File: config.mk
export PLATFORM = sky130hd
export DESIGN_NAME = id_ex_stage
export DESIGN_NICKNAME = d
export VERILOG_FILES = /design/src/rtl/id_ex_stage.sv
export SDC_FILE = /design/constraint.sdc
export NUM_CORES = 1
export LEC_CHECK = 0
export CAP_MARGIN = 20
export CORE_ASPECT_RATIO = 1.4
export CORE_UTILIZATION = 39
export CTS_BUF_LIST = sky130_fd_sc_hd__clkbuf_8 sky130_fd_sc_hd__clkbuf_16
export CTS_CLUSTER_DIAMETER = 40
export DETAILED_ROUTE_END_ITERATION = 6
export GPL_TIMING_DRIVEN = 0
export PLACE_DENSITY = 0.84
export SLEW_MARGIN = 20
export SYNTH_ARGS = -nofsm -noshare
export SYNTH_HDL_FRONTEND = slang
export SYNTH_SLANG_ARGS = --single-unit
File: constraint.sdc
create_clock -name clk -period 4.16 [get_ports clk]
set_input_delay 0.624 -clock clk [delete_from_list [all_inputs] [get_ports clk]]
set_output_delay 0.624 -clock clk [all_outputs]
set_load 0.01 [all_outputs]
File: src/rtl/id_ex_stage.sv
// ID/EX pipeline register with execute-stage forwarding muxes and bubble counter.
module id_ex_stage #(
  parameter int unsigned WIDTH = 32,
  parameter int unsigned REG_W = 5,
  parameter int unsigned CNT_W = 16
) (
  input  logic             clk,
  input  logic             reset,
  input  logic [WIDTH-1:0] rd1D,
  input  logic [WIDTH-1:0] rd2D,
  input  logic [WIDTH-1:0] signImmD,
  input  logic [REG_W-1:0] rsD,
  input  logic [REG_W-1:0] rtD,
  input  logic [REG_W-1:0] rdD,
  input  logic [2:0]       aluControlD,
  input  logic             aluSrcD,
  input  logic             regDstD,
  input  logic             regWriteD,
  input  logic             memWriteD,
  input  logic             memtoRegD,
  input  logic             stallE,
  input  logic             flushE,
  input  logic [1:0]       forwardAE,
  input  logic [1:0]       forwardBE,
  input  logic [WIDTH-1:0] aluOutM,
  input  logic [WIDTH-1:0] resultW,
  output logic [WIDTH-1:0] srcAE,
  output logic [WIDTH-1:0] srcBE,
  output logic [2:0]       aluControlE,
  output logic [WIDTH-1:0] writeDataE,
  output logic [REG_W-1:0] writeRegE,
  output logic [REG_W-1:0] rsE,
  output logic [REG_W-1:0] rtE,
  output logic             regWriteE,
  output logic             memWriteE,
  output logic             memtoRegE,
  output logic             illegalOpE,
  output logic [CNT_W-1:0] bubbleCount
);

  localparam logic [2:0]       ALU_ILLEGAL = 3'b011;
  localparam logic [CNT_W-1:0] BUBBLE_MAX  = {CNT_W{1'b1}};

  typedef struct packed {
    logic [WIDTH-1:0] rd1;
    logic [WIDTH-1:0] rd2;
    logic [WIDTH-1:0] imm;
    logic [REG_W-1:0] rs;
    logic [REG_W-1:0] rt;
    logic [REG_W-1:0] rd;
    logic [2:0]       alu_ctl;
    logic             alu_src;
    logic             reg_dst;
    logic             reg_write;
    logic             mem_write;
    logic             memto_reg;
    logic             illegal_op;
  } e_regs_t;

  e_regs_t          e_q, e_d;
  logic [CNT_W-1:0] bubble_q, bubble_d;
  logic [WIDTH-1:0] fwd_a, fwd_b;

  // Next E contents: flush loads a bubble, stall holds, otherwise capture decode.
  always_comb begin
    e_d      = e_q;
    bubble_d = bubble_q;
    if (flushE) begin
      e_d = '0;
      if (bubble_q != BUBBLE_MAX) begin
        bubble_d = bubble_q + CNT_W'(1);
      end
    end else if (!stallE) begin
      e_d.rd1        = rd1D;
      e_d.rd2        = rd2D;
      e_d.imm        = signImmD;
      e_d.rs         = rsD;
      e_d.rt         = rtD;
      e_d.rd         = rdD;
      e_d.alu_ctl    = aluControlD;
      e_d.alu_src    = aluSrcD;
      e_d.reg_dst    = regDstD;
      e_d.reg_write  = regWriteD;
      e_d.mem_write  = memWriteD;
      e_d.memto_reg  = memtoRegD;
      e_d.illegal_op = 1'b0;
      // Illegal op is squashed: no architectural side effects, flag raised.
      if (aluControlD == ALU_ILLEGAL) begin
        e_d.alu_ctl    = 3'b000;
        e_d.illegal_op = 1'b1;
        e_d.reg_write  = 1'b0;
        e_d.mem_write  = 1'b0;
      end
    end
  end

  // E-stage state and bubble counter registers.
  always_ff @(posedge clk or posedge reset) begin
    if (reset) begin
      e_q      <= '0;
      bubble_q <= '0;
    end else begin
      e_q      <= e_d;
      bubble_q <= bubble_d;
    end
  end

  // Forwarding muxes use this cycle's MEM/WB results; code 11 falls back to the register.
  always_comb begin
    fwd_a = e_q.rd1;
    fwd_b = e_q.rd2;
    case (forwardAE)
      2'b10:   fwd_a = aluOutM;
      2'b01:   fwd_a = resultW;
      default: fwd_a = e_q.rd1;
    endcase
    case (forwardBE)
      2'b10:   fwd_b = aluOutM;
      2'b01:   fwd_b = resultW;
      default: fwd_b = e_q.rd2;
    endcase
  end

  assign srcAE       = fwd_a;
  assign writeDataE  = fwd_b;
  assign srcBE       = e_q.alu_src ? e_q.imm : fwd_b;
  assign writeRegE   = e_q.reg_dst ? e_q.rd : e_q.rt;
  assign aluControlE = e_q.alu_ctl;
  assign rsE         = e_q.rs;
  assign rtE         = e_q.rt;
  assign regWriteE   = e_q.reg_write;
  assign memWriteE   = e_q.mem_write;
  assign memtoRegE   = e_q.memto_reg;
  assign illegalOpE  = e_q.illegal_op;
  assign bubbleCount = bubble_q;

endmodule

==> flow_summary.ini <==
[power]
ir_drop_v = 0.000300
p_per_area_mw_per_mm2 = 347
p_int_mw = 2.85
leakage_nw = 5.04
clkPwrFrac_pct = 35.3
p_seq_share_pct = 37.6
switching_share_pct = 28.6
combPwrFrac_pct = 27.0
switchingPower_mw = 1.14

[cells_and_area]
multi_input_area_mm2 = 0.00355
instances_no_fill = 1346
fin_nets = 1289
n_fill_cell = 1507
drive_above_1_share_pct = 9.05
synthToLayoutAreaGrowth_pct = 57.2
seqCellArea_mm2 = 0.00340
final_cell_area_mm2 = 0.0115

[detailed_routing]
met2WireLength_um = 14700
drcViolationCount = 0
dr_wl_met3_um = 2090
drtIter0Drc = 529
routed_via_density = 5.41
m1WireLength_um = 11100
wl_um = 29400
vias = 7285
wire_per_inst_um = 21.8
dr.pass1.iters = 7
highest_layer = met4
drtAntennaViolNets = 0

[critical_path]
cp_max_fo = 10
required_ps = 3540
end_kind = output pin
worst-setup-path-type = in2out
start_kind = primary input
r2r_setup_slack_ps = 2100
cp.arrival_ps = 3460

[sta]
worst_slack_ps = 77.3
fin_crit_sh_pct = 98.1
hold_viol_final = 0
rsz0062_at_grt = no
finalSetupTns_ps = 0
final_max_slew_viol_count = 0
setup_violations = 0
fin_worst_skew_ps = 2.52
hold_ws_ps = 478
fmax_ghz = 0.245
maxSlewHeadroom_pct = 49.0
tightest_slew_ps = 766
period_needed_ps = 4080

[global_routing]
antenna_found_initial = 1
gr-usage-all-layers_pct = 30.2
grt_overflow = 0
grt_pass1_vias = 7448
grt_max_degree = 34
grt_pass1_wl_um = 43800

[synthesis]
ys_ff_latch = 136
syn-num-nets = 943
syn_area_per_cell_um2 = 9.81
seq_area_frac_synth_pct = 46.4
synth_xor_area_share_pct = 1.08
synthMuxAreaShare_pct = 22.0
syn_area_mm2 = 0.00733
yosys_warnings = 0
synth_adder_area_share_pct = 0.854
synthCells = 747
synthDistinctLibCells = 34
synth_compound_area_share_pct = 12.5
synth-simple-area-share_pct = 12.1
synth_top_family_by_area = multiplexers

[flow_run]
drv_cap = 0

[placed_design]
dpl_cell_area_mm2 = 0.0110
place_congestion = 0.948
portBuffers = 322
post-place-cells = 1314
hpwl_um = 23000
dp_slack_ps = 130

[die]
rows = 58
die_area_mm2 = 0.0193
die_w_um = 118
start_util_pct = 40.2
die_height_um = 164
core_mm2 = 0.0182
pin_count = 325

[cts]
cts-root-buf = clkbuf_16
cts.path.max_buffers = 2
cts_buffers = 17
hold_buffers = 0
cts_tree = yes
clkSlewWorstSetupHoldPaths_ps = 60
htree_levels = 4
clkSinkCount = 136
clk_latency_ps = 420

[min_path]
hold_path.class = in2async

[outcome]
outcome = completed
timing repair:
item                       in CTS  in global routing
setup endpoints to repair       0                  2
setup buffers                   0                  0
resized for setup               0                  2
synth_stat cells (all sizes together):
cell type	instances	area, um2
dfrtp	136	3400
nor2	121	454
mux2i	117	1170
nand2	68	255
o21ai	66	342
a22oi	64	480
clkbuf	47	176
mux2	39	439
buf	26	166
nand3	11	55.1
xnor2	9	78.8
inv	7	26.3
a21oi	6	30.0
ha	5	62.6
nand4	5	31.3
a22o	3	26.3
and3	3	18.8
and4	3	27.5
nor2b	2	12.5
a211oi	1	7.51
a41oi	1	8.76
and2	1	7.51
nand3b	1	7.51
nor3	1	5.00
nor3b	1	7.51
o2111a	1	11.3
o21a	1	7.51
or4	1	7.51
kinds of logic (layout without fill, tap and decap cells):
| kind of cell | after synthesis | after routing |
|---|---|---|
| other | 0 | 1 |
| multiplexers | 156 | 156 |
| XOR/XNOR | 9 | 9 |
| AND/OR/NAND/NOR | 218 | 218 |
| buffers and inverters | 80 | 438 |
| adder cells (fa/ha/maj) | 5 | 5 |
| AO/OA/AOI/OAI | 143 | 143 |
| flip-flops | 136 | 136 |
final cells by class:
| cell class | count | share of cell area [%] |
|---|---|---|
| clock inverters | 11 | 0.728 |
| plain buffers | 73 | 2.99 |
| well taps | 240 | 2.61 |
| multi-input cells | 531 | 30.9 |
| flip-flops and latches | 136 | 29.6 |
| repair buffers | 327 | 28.9 |
| diodes | 1 | 0.0217 |
| inverters | 7 | 0.261 |
| clock buffers | 20 | 4.05 |
worst max-delay path, stage by stage:
cell	delay, ps
clkdlybuf4s50_1	490
ha_1	250
clkbuf_1	560
a22oi_1	320
o21ai_0	420
mux2_2	240
clkdlybuf4s50_1	540
cell usage in the layout, fill, tap and decap left out, types with 17 or more instances in the layout:
| master | synthesis | final |
|---|---|---|
| a22oi_1 | 64 | 64 |
| clkbuf_1 | 47 | 46 |
| clkbuf_16 | 0 | 17 |
| clkdlybuf4s50_1 | 0 | 322 |
| dfrtp_1 | 136 | 136 |
| mux2_2 | 38 | 38 |
| mux2i_1 | 117 | 117 |
| nand2_1 | 68 | 68 |
| nor2_1 | 121 | 121 |
| o21ai_0 | 65 | 65 |
power groups by stage:
stage               Sequential [mW]  Combinational [mW]  Clock (mW)
detailed placement             1.52                1.07           0
global placement               1.52                1.04           0
global route                   1.52                1.15        1.50
finish                         1.50                1.08        1.41
floorplan                      1.52               0.443           0
CTS                            1.50                1.08        1.43
state kept, by name (all words and copies together) (netlist names):
signal       count
rsE              5
rtE              5
memWriteE        1
regWriteE        1
illegalOpE       1
e_q            103
aluControlE      3
memtoRegE        1
bubbleCount     16
through the flow:
step | total power, mW | util [%]
3_3_place_gp | 2.56 | 59.6
2_1_floorplan | 1.96 | -
6_report | 3.99 | 63.2
5_1_grt | 4.16 | 63.2
3_5_place_dp | 2.60 | 60.2
4_1_cts | 4.02 | 63.2
final timing paths:
check	cells after the start	end	from
min	2	rsE[0]	reset
min reg2reg	1	regWriteE	regWriteE
max reg2reg	6	bubbleCount[1]	bubbleCount[0]
min in group clk	1	regWriteE	regWriteE
max	7	srcBE[5]	forwardBE[0]
max in group asynchronous	5	e_q[87]	reset
layer usage:
metal  up-vias  track usage [%]
met4         0             16.9
met5         -                0
met3        80             7.57
li1       3302                -
met2       363             51.7
met1      3540             34.6
(Power assumes the default switching activity.)
